===== config.mk =====
export PLATFORM = sky130hd
export DESIGN_NAME = stopwatch_ctrl
export DESIGN_NICKNAME = d
export VERILOG_FILES = /design/src/rtl/stopwatch_pkg.sv /design/src/rtl/btn_debounce.sv /design/src/rtl/stopwatch_ctrl.sv
export SDC_FILE = /design/constraint.sdc
export NUM_CORES = 1
export LEC_CHECK = 0
export CORE_UTILIZATION = 30
export DETAILED_ROUTE_END_ITERATION = 12
export PLACE_DENSITY_LB_ADDON = 0.25
export REMOVE_ABC_BUFFERS = 1
export SYNTH_ARGS = -nofsm -noshare
export SYNTH_HDL_FRONTEND = slang
export SYNTH_SLANG_ARGS = --single-unit

===== constraint.sdc =====
create_clock -name clk -period 1.61 [get_ports clk]
set_clock_uncertainty 0.1 [all_clocks]
set_input_delay 0.161 -clock clk [delete_from_list [all_inputs] [get_ports clk]]
set_output_delay 0.161 -clock clk [all_outputs]
set_load 0.01 [all_outputs]

===== src/rtl/stopwatch_pkg.sv =====
// Shared state encoding, tick-divider derivation and default timing constants
// for the stopwatch control stage.
package stopwatch_pkg;

  typedef enum logic [1:0] {
    ST_IDLE  = 2'd0,
    ST_RUN   = 2'd1,
    ST_PAUSE = 2'd2,
    ST_OVF   = 2'd3
  } sw_state_t;

  localparam int DEF_CLK_HZ      = 50_000_000;
  localparam int DEF_TICK_HZ     = 100;
  localparam int DEF_DB_CYCLES   = 500_000;
  localparam int DEF_SYNC_STAGES = 2;

  // System clocks per count-enable pulse; callers keep the result >= 2.
  function automatic int calc_div(input int clk_hz, input int tick_hz);
    return clk_hz / tick_hz;
  endfunction

endpackage


===== src/rtl/btn_debounce.sv =====
// Button front end: multi-flop synchronizer, stable-level debounce counter and
// a one-cycle pulse on each accepted rising level.
module btn_debounce #(
  parameter int SYNC_STAGES = 2,
  parameter int DB_CYCLES   = 500_000
) (
  input  logic clk,
  input  logic rst,
  input  logic btn_raw,
  output logic level,
  output logic press
);

  localparam int CW = $clog2(DB_CYCLES + 1);
  localparam logic [CW-1:0] DB_LAST = CW'(DB_CYCLES - 1);

  logic [SYNC_STAGES-1:0] r_sync;
  logic [CW-1:0]          r_cnt;
  logic                   r_level;
  logic                   r_level_d1;
  logic                   w_synced;

  assign w_synced = r_sync[SYNC_STAGES-1];

  always_ff @(posedge clk or negedge rst) begin
    if (!rst) begin
      r_sync     <= '0;
      r_cnt      <= '0;
      r_level    <= 1'b0;
      r_level_d1 <= 1'b0;
    end else begin
      r_sync     <= {r_sync[SYNC_STAGES-2:0], btn_raw};
      r_level_d1 <= r_level;
      // Any cycle of agreement restarts the stability window.
      if (w_synced == r_level) begin
        r_cnt <= '0;
      end else if (r_cnt == DB_LAST) begin
        r_level <= w_synced;
        r_cnt   <= '0;
      end else begin
        r_cnt <= r_cnt + CW'(1);
      end
    end
  end

  assign level = r_level;
  assign press = r_level & ~r_level_d1;

endmodule


===== src/rtl/stopwatch_ctrl.sv =====
// Stopwatch control: debounced start/stop and clear buttons, IDLE/RUN/PAUSE/OVF
// state machine, count-enable prescaler and counter-chain clear pulse.
module stopwatch_ctrl
  import stopwatch_pkg::*;
#(
  parameter int CLK_HZ      = DEF_CLK_HZ,
  parameter int TICK_HZ     = DEF_TICK_HZ,
  parameter int SYNC_STAGES = DEF_SYNC_STAGES,
  parameter int DB_CYCLES   = DEF_DB_CYCLES
) (
  input  logic       clk,
  input  logic       rst,
  input  logic       btn_ss,
  input  logic       btn_clr,
  input  logic       cout3,
  output logic       cin0,
  output logic       cnt_clr,
  output logic       running,
  output logic       overflow,
  output logic [1:0] dbg_state,
  output logic [1:0] dbg_levels
);

  localparam int DIV = calc_div(CLK_HZ, TICK_HZ);
  localparam int PW  = $clog2(DIV);
  localparam logic [PW-1:0] PSC_LAST = PW'(DIV - 1);

  sw_state_t     r_state;
  logic [PW-1:0] r_psc;
  logic          r_cnt_clr;
  logic          w_ss_press;
  logic          w_clr_press;
  logic          w_ss_level;
  logic          w_clr_level;
  logic          w_tick;

  btn_debounce #(
    .SYNC_STAGES (SYNC_STAGES),
    .DB_CYCLES   (DB_CYCLES)
  ) u_db_ss (
    .clk     (clk),
    .rst     (rst),
    .btn_raw (btn_ss),
    .level   (w_ss_level),
    .press   (w_ss_press)
  );

  btn_debounce #(
    .SYNC_STAGES (SYNC_STAGES),
    .DB_CYCLES   (DB_CYCLES)
  ) u_db_clr (
    .clk     (clk),
    .rst     (rst),
    .btn_raw (btn_clr),
    .level   (w_clr_level),
    .press   (w_clr_press)
  );

  assign w_tick = (r_state == ST_RUN) && (r_psc == PSC_LAST);

  always_ff @(posedge clk or negedge rst) begin
    if (!rst) begin
      r_state   <= ST_IDLE;
      r_psc     <= '0;
      r_cnt_clr <= 1'b0;
    end else begin
      r_cnt_clr <= 1'b0;
      // The prescaler advances in every RUN cycle, including the one RUN is left in.
      if (r_state == ST_RUN) begin
        r_psc <= (r_psc == PSC_LAST) ? '0 : r_psc + PW'(1);
      end
      case (r_state)
        ST_IDLE: begin
          if (w_clr_press) begin
            r_cnt_clr <= 1'b1;
          end else if (w_ss_press) begin
            r_state <= ST_RUN;
            r_psc   <= '0;
          end
        end
        ST_RUN: begin
          // A wrap of the digit chain outranks a simultaneous start/stop press.
          if (w_tick && cout3) begin
            r_state <= ST_OVF;
          end else if (w_ss_press) begin
            r_state <= ST_PAUSE;
          end
        end
        ST_PAUSE: begin
          if (w_clr_press) begin
            r_state   <= ST_IDLE;
            r_psc     <= '0;
            r_cnt_clr <= 1'b1;
          end else if (w_ss_press) begin
            r_state <= ST_RUN;
          end
        end
        ST_OVF: begin
          if (w_clr_press) begin
            r_state   <= ST_IDLE;
            r_psc     <= '0;
            r_cnt_clr <= 1'b1;
          end
        end
        default: r_state <= ST_IDLE;
      endcase
    end
  end

  assign cin0       = w_tick;
  assign cnt_clr    = r_cnt_clr;
  assign running    = (r_state == ST_RUN);
  assign overflow   = (r_state == ST_OVF);
  assign dbg_state  = r_state;
  assign dbg_levels = {w_clr_level, w_ss_level};

endmodule

==> summary.txt <==
Floorplanning
  – Die X: 109 um
  – Die area: 11800 um2
  – Rows: 38
  – Core footprint: 10900 um2
  – Initial Utilization: 0.311
  – I/O pin count: 13
  – Die height: 109 um

Detailed routing
  – WL/cell: 13.5 um
  – Initial DRC count: 128
  – Vias per inst: 4.85
  – Vias: 2889
  – DRT Pass-1 Iters: 4
  – DRC viols: 0
  – ANT nets after route: 0
  – Routed WL: 8.03 mm

Timing
  – Min Tclk post-route: 1.75 ns
  – Hold_ws: 0.194 ns
  – Worst relative slew slack: 0.672
  – Max-slew violation count: 0
  – Unrepaired setup endpoints after global routing: yes
  – Final TNS setup: -2.33 ns
  – Final setup viols: 34
  – Final setup margin: -0.137 ns
  – Tcrit/Tclk final: 1.09
  – Hold Vio Cnt, Final: 0
  – F_max: 572 MHz
  – Worst-margin pin slew: 0.492 ns

Power
  – Static Leak: 2.26 nW
  – Worst VDD drop: 0.473 mV
  – Net Sw Frac: 0.205
  – Sequential power share: 0.434
  – Net switching power: 0.000823 W
  – Combinational power share: 0.041
  – Clock power share: 0.525
  – Power density cells: 777 nW/um2
  – P_int: 0.00319 W

Placed design
  – PortBufs: 12
  – # placed instances: 563
  – Final HPWL DP: 5.36 mm
  – Placer Congestion: 0.800

Worst setup path
  – Startpoint types: flop
  – Crit path cell chain: buf_6, and4b_1, nand4_1, or3_1, a21oi_2
  – Reg2reg start: dbg_state[1]
  – Slowest CP cell: or3_1
  – Crit path DAT: 1.90 ns
  – R2R depth: 5
  – Data required, critical path: 1.76 ns
  – Worst setup EP type: flop
  – Flop2flop setup slack: -0.14 ns
  – Crit Path Max Fanout: 6
  – Delay-heaviest family, CP: simple AND/OR/NAND/NOR gates
  – Buffers & Inverters on Critical Path: 1
  – Reg2reg end: r_psc[13]
  – CP Class: flop to flop
  – CP peak stage delay: 0.43 ns

Global route
  – GRT Total Usage: 0.145
  – Vias in the first global route: 2837
  – First-pass GRT wire length: 13.2 mm
  – Gr ovfl total: 0
  – Largest net degree at the start of global routing: 33
  – Initial antenna violation count: 0

Synthesis
  – Asr flop ratio synth: 1.00
  – EDFF count, synth: 0
  – Register area share after synthesis: 0.500
  – Register bit total from synthesis: 68
  – Post-Syn Area: 3400 um2
  – Syn Inst Count: 341
  – Synthesized area per cell: 9.98 um2
  – Commonest register cell after synthesis: dfrtp_1
  – Synth cell types: 43
  – Ys Warns: 0

Clock tree
  – Latest clock arrival within the worst-skew pair: 0.33 ns
  – Clock transition at path regs: 0.05 ns
  – Clk root buf: clkbuf_16
  – CTS buffer count: 9
  – CTS sink cnt: 68
  – H-Tree Depth: 3
  – CTS tree: built
  – Clk buf depth: 2

Outcome
  – Failing checks: setup timing
  – Outcome: finished with violations

Finish
  – Non-filler cells, final: 596
  – Register area: 1710 um2
  – Layout area overhead: 51.7%
  – Filler instances: 999
  – Fin nets: 459
  – Antenna Cells: 0
  – Multi-input combinational cell area: 1990 um2
  – Layout cell share with drive strength beyond 1: 0.441

Min path
  – Beginning of the worst hold path: btn_ss
  – Hold Path Cell Cnt: 1
  – Hold Crit Endpoint: u_db_ss.r_sync[0]
  – Min-Delay Path Class: input port to flop

Job
  – Max Cap Violations: 0
[cells by family after synthesis]
kind of cell | share of synthesized area
compound gates | 0.0625
xor+xnor | 0.103
fa+ha+maj | 0.0110
buf+inv | 0.0254
flops | 0.500
mux | 0.00955
simple gates | 0.289
[cell usage after synthesis, types with 8 or more instances]
master	number	share of area
nand3_1	16	0.024
a21oi_1	16	0.024
dfrtp_1	68	0.50
o21ai_0	9	0.013
nand4_1	15	0.028
or3_1	9	0.017
inv_1	8	0.0088
xnor2_1	21	0.054
nor2_1	53	0.058
nor4_1	8	0.015
nand2_1	19	0.021
xor2_1	19	0.049
[worst reg2reg max path, cell delays in order (launching register included)]
cell and delay, ns:
dfrtp_1 0.38, buf_6 0.12, and4b_1 0.28, nand4_1 0.22, or3_1 0.43, a21oi_2 0.14
[per-stage QoR]
stage	area, um2	worst slack (ns)	util	power [W]
6_report	5160	-0.137	0.472	0.00401
4_1_cts	4760	-0.0947	0.436	0.00405
2_1_floorplan	3350	-0.124	-	0.00181
3_3_place_gp	4290	-0.166	0.392	0.00190
3_5_place_dp	4290	-0.161	0.392	0.00191
5_1_grt	5160	-0.212	0.472	0.00416
[layout make-up]
cell class | count | area share
Clock buffer | 11 | 0.0470
Timing Repair Buffer | 109 | 0.183
Multi-Input combinational cell | 255 | 0.386
Clock inverter | 5 | 0.0145
Tap cell | 140 | 0.0339
Sequential cell | 68 | 0.330
Inverter | 8 | 0.00581
[registers in the layout (all words and copies together), names as in the netlist]
register             count
r_psc                   19
u_db_clr.r_cnt          19
u_db_ss.r_cnt           19
dbg_state                2
u_db_clr.r_sync          2
u_db_ss.r_sync           2
cnt_clr                  1
u_db_clr.level           1
u_db_clr.r_level_d1      1
u_db_ss.level            1
u_db_ss.r_level_d1       1
[metal layers]
layer	track usage	share of wire	vias to the layer above
li1	-	-	1423
met3	0.0277	0.025	9
met1	0.193	0.48	1417
met2	0.224	0.48	40
met5	0	0	-
met4	0.0724	0.016	0
[how the worst max path moves through the flow]
stage	end	depth (start not counted)	slack (ns)	start
2_1_floorplan	r_psc[0]	4	-0.12	dbg_state[1]
3_3_place_gp	cin0	4	-0.17	r_psc[5]
3_5_place_dp	cin0	4	-0.16	r_psc[5]
4_1_cts	r_psc[17]	5	-0.09	dbg_state[1]
5_1_grt	r_psc[13]	5	-0.21	dbg_state[1]
6_report	r_psc[13]	5	-0.14	dbg_state[1]
[cell usage in the layout (no fill, tap or decap), types with 3 or more instances in the layout]
master	n
buf_4	81
dfrtp_1	64
nor2_1	29
xnor2_1	20
xor2_1	19
nand2_1	17
nand3_1	16
nand4_1	15
nor2_4	14
nor2_2	10
a21oi_2	10
clkbuf_16	10
o21ai_0	8
inv_1	8
buf_6	8
and2_1	6
a21oi_1	6
and4_1	5
or3_1	5
nand4_2	5
nor3_1	5
or3_4	5
clkdlybuf4s50_1	5
nor4_4	4
buf_12	4
dfrtp_2	4
nor2b_1	3
o31ai_1	3
and3_1	3
ha_2	3
clkinv_2	3
buf_2	3
[power by group through the flow]
stage / clock network, W / logic [W] / registers [W]
global route: 0.00223 / 0.000186 / 0.00174
CTS: 0.00216 / 0.000144 / 0.00174
finish: 0.00211 / 0.000163 / 0.00174
floorplan: 0 / 0.0000336 / 0.00177
global placement: 0 / 0.000132 / 0.00177
detailed placement: 0 / 0.000134 / 0.00177
[what timing repair did]
item	4_1_cts	5_1_grt
gates cloned	0	1
setup buffers	7	8
resized for setup	34	84
hold endpoints to repair	17	0
hold buffers	1	0
pin swaps	18	44
endpoints found under the setup margin	47	62
No activity file was read; power rests on OpenSTA's default activity.
